$ cat src/rtl/noc_vc_credit_ctrl.sv
// ============================================================================
// noc_vc_credit_ctrl: per-VC credit / ack-nack flow control with framing checks
// Revision: 1.0
// ============================================================================
`default_nettype none

package noc_vc_credit_ctrl_pkg;
  typedef enum logic [0:0] {
    kFlowControlCreditBased = 1'b0,
    kFlowControlAckNack     = 1'b1
  } noc_flow_control_t;
endpackage

module noc_vc_credit_ctrl
  import noc_vc_credit_ctrl_pkg::*;
#(
  parameter int unsigned       NumVc          = 2,
  parameter int unsigned       PortQueueDepth = 4,
  parameter noc_flow_control_t FlowControl    = kFlowControlCreditBased,
  parameter int unsigned       CreditsWidth   = $clog2(PortQueueDepth + 1)
) (
  input  logic                          clk,
  input  logic                          rst,
  input  logic [NumVc-1:0]              send_i,
  input  logic [1:0]                    preamble_i,
  input  logic [NumVc-1:0]              credit_i,
  input  logic                          err_clr_i,
  output logic [NumVc-1:0]              avail_o,
  output logic [NumVc*CreditsWidth-1:0] credits_o,
  output logic [NumVc-1:0]              vc_busy_o,
  output logic                          err_ovf_o,
  output logic                          err_unf_o,
  output logic                          err_frm_o
);

  typedef enum logic [0:0] {
    StIdle = 1'b0,
    StBusy = 1'b1
  } vc_state_e;

  localparam bit                      CreditMode   = (FlowControl == kFlowControlCreditBased);
  localparam logic [CreditsWidth:0]   DepthExt     = (CreditsWidth + 1)'(PortQueueDepth);
  localparam logic [CreditsWidth-1:0] ResetCredits = CreditMode ? CreditsWidth'(PortQueueDepth) : '0;

  logic       head, tail;
  logic [NumVc-1:0] ovf_vc, unf_vc, frm_vc;
  logic       multi_send;
  logic       err_ovf_q, err_ovf_d;
  logic       err_unf_q, err_unf_d;
  logic       err_frm_q, err_frm_d;

  assign head       = preamble_i[1];
  assign tail       = preamble_i[0];
  assign multi_send = ($countones(send_i) > 1);

  for (genvar v = 0; v < NumVc; v++) begin : g_vc
    logic [CreditsWidth-1:0] cnt_q, cnt_d;
    logic [CreditsWidth:0]   sum;
    vc_state_e               state_q, state_d;
    logic                    ovf, unf, frm;

    always_ff @(posedge clk or negedge rst) begin
      if (!rst) begin
        cnt_q   <= ResetCredits;
        state_q <= StIdle;
      end else begin
        cnt_q   <= cnt_d;
        state_q <= state_d;
      end
    end

    // Extra headroom bit lets the sum exceed the depth before clamping.
    always_comb begin
      sum   = {1'b0, cnt_q} + {{CreditsWidth{1'b0}}, credit_i[v]};
      cnt_d = cnt_q;
      ovf   = 1'b0;
      unf   = 1'b0;
      if (CreditMode) begin
        if (send_i[v]) begin
          unf = (cnt_q == '0);
          if (sum != '0) begin
            sum = sum - 1'b1;
          end
        end
        if (sum > DepthExt) begin
          sum = DepthExt;
          ovf = 1'b1;
        end
        cnt_d = sum[CreditsWidth-1:0];
      end else begin
        unf = send_i[v] & ~credit_i[v];
      end
    end

    // Framing state always follows the flit, even when it is a violation.
    always_comb begin
      state_d = state_q;
      frm     = 1'b0;
      if (send_i[v]) begin
        state_d = tail ? StIdle : StBusy;
        frm     = head ? (state_q == StBusy) : (state_q == StIdle);
      end
    end

    assign ovf_vc[v]    = ovf;
    assign unf_vc[v]    = unf;
    assign frm_vc[v]    = frm;
    assign avail_o[v]   = CreditMode ? (cnt_q != '0) : credit_i[v];
    assign vc_busy_o[v] = (state_q == StBusy);
    assign credits_o[v*CreditsWidth +: CreditsWidth] = cnt_q;
  end

  // A fresh error beats a simultaneous clear.
  always_comb begin
    err_ovf_d = (err_ovf_q & ~err_clr_i) | (|ovf_vc);
    err_unf_d = (err_unf_q & ~err_clr_i) | (|unf_vc);
    err_frm_d = (err_frm_q & ~err_clr_i) | (|frm_vc) | multi_send;
  end

  always_ff @(posedge clk or negedge rst) begin
    if (!rst) begin
      err_ovf_q <= 1'b0;
      err_unf_q <= 1'b0;
      err_frm_q <= 1'b0;
    end else begin
      err_ovf_q <= err_ovf_d;
      err_unf_q <= err_unf_d;
      err_frm_q <= err_frm_d;
    end
  end

  assign err_ovf_o = err_ovf_q;
  assign err_unf_o = err_unf_q;
  assign err_frm_o = err_frm_q;

endmodule

`default_nettype wire

$ cat config.mk
export PLATFORM = sky130hd
export DESIGN_NAME = noc_vc_credit_ctrl
export DESIGN_NICKNAME = d
export VERILOG_FILES = /design/src/rtl/noc_vc_credit_ctrl.sv
export SDC_FILE = /design/constraint.sdc
export NUM_CORES = 1
export LEC_CHECK = 0
export ABC_AREA = 0
export CORE_ASPECT_RATIO = 1.25
export CORE_MARGIN = 8
export CORE_UTILIZATION = 50
export CTS_BUF_LIST = sky130_fd_sc_hd__clkbuf_8
export DETAILED_ROUTE_END_ITERATION = 8
export DONT_BUFFER_PORTS = 1
export GPL_TIMING_DRIVEN = 1
export SYNTH_ARGS = -nofsm -noshare
export SYNTH_HDL_FRONTEND = slang
export SYNTH_SLANG_ARGS = --single-unit
$ cat constraint.sdc
create_clock -name clk -period 3.95 [get_ports clk]
set_input_delay 0.9875 -clock clk [delete_from_list [all_inputs] [get_ports clk]]
set_output_delay 0.9875 -clock clk [all_outputs]
set_load 0.005 [all_outputs]
==> results of run 1 <==
[worst max-delay path, cell delays in order]
cell,delay [ns]
ha_1,0.20
ha_1,0.31
inv_1,0.06
ha_1,0.24
nor3b_1,0.19
a311oi_4,0.40
mux2i_1,0.13
o31ai_1,0.23
o311ai_1,0.13
[layout make-up]
type | count | area, um^2
Clock buffer | 3 | 41.29
Clock inverter | 1 | 3.754
Fill cell | 158 | 676.9
Inverter | 9 | 33.78
Multi-Input combinational cell | 66 | 525.5
Sequential cell | 11 | 277.8
Tap cell | 18 | 22.52
[layout by cell type, fill, tap and decap left out, types with 2 or more instances in the layout]
master / n
nand2_1: 8
dfrtp_1: 9
ha_1: 8
inv_1: 10
and2_1: 2
xnor2_1: 5
a21oi_2: 2
nor2_1: 8
mux2i_1: 2
clkbuf_8: 3
dfstp_2: 2
a21oi_1: 5
nand3_1: 2
[cell families after synthesis]
family	synth area share [%]
XOR/XNOR	6.131
AO/OA/AOI/OAI	24.24
AND/OR/NAND/NOR	15.62
buffers and inverters	6.276
multiplexers	3.650
flip-flops	32.41
adder cells (fa/ha/maj)	11.68
[metal layers]
metal / share of wire (%) / global-route usage, % / wire [um] / up-vias
met4: 1.9 / 6.818 / 35 / 0
li1: - / - / - / 322
met2: 52 / 19.41 / 950 / 17
met1: 38 / 12.31 / 693 / 311
met5: 0 / 0 / 0 / -
met3: 8.6 / 5.238 / 157 / 4
[state kept, by name, summed over array words and instances, names as in the netlist]
register,cells
err_ovf_o,1
g_vc.cnt_q,6
g_vc.state_q,2
err_frm_o,1
err_unf_o,1
[path summary, 6_finish.rpt]
kind                       cells past startpoint  slack (ns)          endpoint
setup / recovery                               9        1.16         err_ovf_o
hold / removal                                 0        0.44   g_vc[1].state_q
setup reg to reg                               9        1.48         err_ovf_o
hold reg to reg                                2        0.53         err_unf_o
max in group asynchronous                      0        3.33  g_vc[0].cnt_q[2]
min in group clk                               2        0.53         err_unf_o
[power breakdown]
group          internal (mW)  leakage [nW]  switching [mW]  total (mW)
combinational          0.184         0.257           0.211       0.395
clock                 0.0681        0.0269          0.0407       0.109
sequential             0.165         0.130          0.0542       0.219
total                  0.417         0.414           0.306       0.723
==> reports/metrics.cfg, run 1 <==
[critical_path]
crit_path_max_fanout = 4
cp-start-kind = input pin
required_ns = 4.05
cp.arrival_ns = 2.89
critical_path_class = in -> reg
endpoint_kind = register
timing.rr.start = g_vc[1].cnt_q[0]
cp-startpoint = credit_i[1]

[drt]
drc = 0
dr_total_vias = 654
drt_pass1_iterations = 4
postRouteAntennaNets = 0
routedWlPerCell_um = 17.00
drt-initial-drc-count = 9
routed_via_density = 6.056
totalWireLength_um = 1836

[clock_network]
cts_root_buf = clkbuf_8
clock_sinks = 11
cts_setup_buffers = 0
clkLatencyLatePin_ns = 0.24
clockBufferDepth = 2
htreeDepth = 1
cts_resized = 0
cts.clk_slew.worst_paths_ns = 0.05
cts_hold_buf = 0
cts_tree = built
cts_buffers = 3

[timing]
setup_viol = 0
hold_slack_ns = 0.4414
post-route-min-period_ns = 2.787
relSlewSlack_pct = 72.55
skew_ns = 0.004718
drv_slew = 0
rsz0062_at_grt = no
tightest_slew_ns = 0.4089
fin_crit_sh_pct = 70.56
finalSetupTns_ns = 0
finalHoldViolCount = 0
fmax_mhz = 358.8
fin_ws_ns = 1.163

[grt]
grt_max_degree = 12
grt_pass1_vias = 684
grt-ovfl-total = 0
antenna_found_initial = 0
grt_first_pass_wirelength_um = 3091
grt_usage_pct = 12.08

[synth]
synthArstFlopShare_pct = 100.0
syn_avg_cell_area_um2 = 9.630
synth_area_leaders = dfrtp_1, ha_1, dfstp_2
ys_warn_count = 0
synth-seq-cells = 11
synth_top_cell_by_area = dfrtp_1
synth_nets = 106
synth_common_cells = dfrtp_1, inv_1, ha_1, nand2_1, nor2_1
synth_edf_count = 0
synth_seq_area_share_pct = 32.41
synth_top_area_share_pct = 26.28
synth_flop_cell = dfrtp_1
syn_area_um2 = 857.1
yosysUniqueCellTypes = 38
synth_cells = 89

[floorplan]
die_y_um = 62.29
die-area_mm2 = 0.003303
rows = 16
core_mm2 = 0.001582
start_util_pct = 54.19
ios = 22
die_w_um = 53.03

[final_layout]
fin_cells = 108
diodes = 0
layout-area-overhead-vs-synth_pct = 5.547
nets = 108
drive_above_1_share_pct = 15.56
final_area_um2 = 904.6
fin_util_pct = 57.20

[min_path]
hold_class = in -> async

[placed_design]
port_buffers = 0
dp_cells = 104
placed_cell_area_um2 = 859.6
gp_congestion = 0.7287
place_ws_ns = 0.9235
dpl.hpwl_um = 1544

[pwr]
power_density_mw_per_mm2 = 799.1
p_leak_nw = 0.4138
peakVddDrop_mv = 0.3940
power_uw = 722.9

[outcome]
status = finished clean

[job]
drv_cap = 0

(Power assumes the default switching activity.)
==> run 2: changes to the inputs <==
==> constraint.sdc (replaced) <==
create_clock -name clk -period 2.77 [get_ports clk]
set_input_delay 0.6925 -clock clk [delete_from_list [all_inputs] [get_ports clk]]
set_output_delay 0.6925 -clock clk [all_outputs]
set_load 0.005 [all_outputs]
==> run 2 against run 1 <==
  * Utilization up 0.95 points
  * Final area up 1.7%
  * Register-to-register slack worse by 1.1 ns
  * Setup slack worse by 0.79 ns
  * Clock-buffer cell count unchanged
  * Combinational power up 46%
  * Largest cell class unchanged
  * Die area unchanged
  * Sequential cell count unchanged
  * First-iteration DRC count down 56%
  * Critical path depth unchanged
==> reports/metrics.cfg, run 2 (synthesis results as in run 1) <==
[critical_path]
cp-start-kind = input pin
timing.rr.end = err_ovf_o
cp.arrival_ns = 2.50  ; -0.39 ns
critical_path_class = in -> reg
crit_path_max_fanout = 3  ; -1
crit_path_end = err_ovf_o
cp-startpoint = credit_i[1]
timing.rr.start = g_vc[1].cnt_q[0]
r2r_cells = 9  ; unchanged
reg2reg_slack_ns = 0.39  ; -1.09 ns
endpoint_kind = register
required_ns = 2.87  ; -1.18 ns

[clock_network]
cts_buffers = 3  ; unchanged
cts.clk_slew.worst_paths_ns = 0.05  ; about the same
clkLatencyLatePin_ns = 0.24  ; about the same
htreeDepth = 1  ; unchanged
cts_tree = built
cts_setup_buffers = 0  ; unchanged
cts_root_buf = clkbuf_8
cts_hold_buf = 0  ; unchanged
clockBufferDepth = 2  ; unchanged
cts_resized = 0  ; unchanged
clock_sinks = 11  ; unchanged

[drt]
routedWlPerCell_um = 16.87  ; -0.75%
totalWireLength_um = 1856  ; +1.1%
drt-initial-drc-count = 4  ; -5
dr_total_vias = 655  ; +0.15%
drt_pass1_iterations = 4  ; unchanged
drc = 0  ; unchanged
routed_via_density = 5.955  ; -1.7%
postRouteAntennaNets = 0  ; unchanged

[timing]
skew_ns = 0.002923  ; -0.001795 ns
fin_ws_ns = 0.3700  ; -0.7927 ns
setup_viol = 0  ; unchanged
post-route-min-period_ns = 2.400
rsz0062_at_grt = no
tightest_slew_ns = 0.4042  ; -0.004772 ns
finalSetupTns_ns = 0  ; unchanged
fmax_mhz = 416.7
relSlewSlack_pct = 72.87  ; +0.32 points
hold_slack_ns = 0.1437  ; -0.2977 ns
drv_slew = 0  ; unchanged
fin_crit_sh_pct = 86.64
finalHoldViolCount = 0  ; unchanged

[min_path]
hold_class = in -> async

[floorplan]
die_y_um = 62.29  ; unchanged
start_util_pct = 54.19  ; unchanged
die_w_um = 53.03  ; unchanged
ios = 22  ; unchanged
die-area_mm2 = 0.003303  ; unchanged
core_mm2 = 0.001582  ; unchanged
rows = 16  ; unchanged

[grt]
antenna_found_initial = 0  ; unchanged
grt_usage_pct = 12.28  ; +0.20 points
grt_first_pass_wirelength_um = 3091  ; unchanged
grt-ovfl-total = 0  ; unchanged
grt_max_degree = 12  ; unchanged
grt_pass1_vias = 667  ; -2.5%

[final_layout]
fin_cells = 110  ; +1.9%
drive_above_1_share_pct = 17.39  ; +1.8 points
reg.largest.list = g_vc.cnt_q: 6 flops, g_vc.state_q: 2 flops
largest_reg_flops = 6  ; unchanged
layout-area-overhead-vs-synth_pct = 7.299
top_register = g_vc.cnt_q
final_common_cell = inv_1
nets = 110  ; +1.9%
diodes = 0  ; unchanged
final_cell_mix = inv_1, dfrtp_1, nand2_1, nor2_1, ha_1

[placed_design]
dpl.hpwl_um = 1538  ; -0.42%
gp_congestion = 0.7162  ; -1.7%
place_ws_ns = 0.09949  ; -0.8241 ns
dp_cells = 106  ; +1.9%
port_buffers = 0  ; unchanged

[pwr]
power_density_mw_per_mm2 = 1140  ; +43%
p_leak_nw = 0.4237  ; +2.4%
peakVddDrop_mv = 0.5996  ; +52%

[outcome]
status = finished clean

[job]
drv_cap = 0  ; unchanged

## run 2: per-layer routing
| layer | part of all wire [%] | vias up | track usage [%] |
|---|---|---|---|
| li1 | - | 324 | - |
| met1 | 39 | 305 | 13.06 |
| met2 | 50 | 21 | 19.26 |
| met3 | 7.7 | 5 | 4.524 |
| met4 | 2.6 | 0 | 7.792 |
| met5 | 0 | - | 0 |
## run 2: layout make-up
type / instances / area, um^2
inverters: 9 / 33.78
multi-input cells: 66 / 525.5
repair buffers: 2 / 15.01
clock buffers: 3 / 41.29
well taps: 18 / 22.52
clock inverters: 1 / 3.754
flip-flops and latches: 11 / 277.8
fillers: 142 / 661.9
## run 2: per-stage QoR
step,total power [mW],cell area [um^2],util (%)
after global placement,0.8867,874.6,55.30
after floorplan,0.7689,857.1,-
after detailed placement,0.8974,874.6,55.30
after global routing,1.141,919.6,58.15
final,1.048,919.6,58.15
after CTS,1.063,919.6,58.15
## run 2: worst min-delay path by stage
stage	from	to	slack, ns	cells past startpoint
after floorplan	rst	err_frm_o	0.40	0
after global placement	rst	g_vc[1].state_q	0.40	0
after detailed placement	rst	g_vc[0].state_q	0.40	0
after CTS	rst	g_vc[1].cnt_q[1]	0.14	0
after global routing	rst	err_unf_o	0.13	0
final	rst	g_vc[1].cnt_q[1]	0.14	0
## run 2: worst max-delay path, cell delays in order
cell and delay [ns]:
ha_1 0.21, ha_1 0.32, inv_1 0.09, ha_1 0.24, nor3b_1 0.36, a311oi_4 0.09, mux2i_1 0.14, o31ai_1 0.23
o311ai_1 0.14
## run 2: where the power goes
| group | switching [mW] | total, mW | internal (mW) |
|---|---|---|---|
| Sequential | 0.0770 | 0.312 | 0.235 |
| Clock | 0.0613 | 0.159 | 0.0974 |
| Combinational | 0.303 | 0.577 | 0.274 |
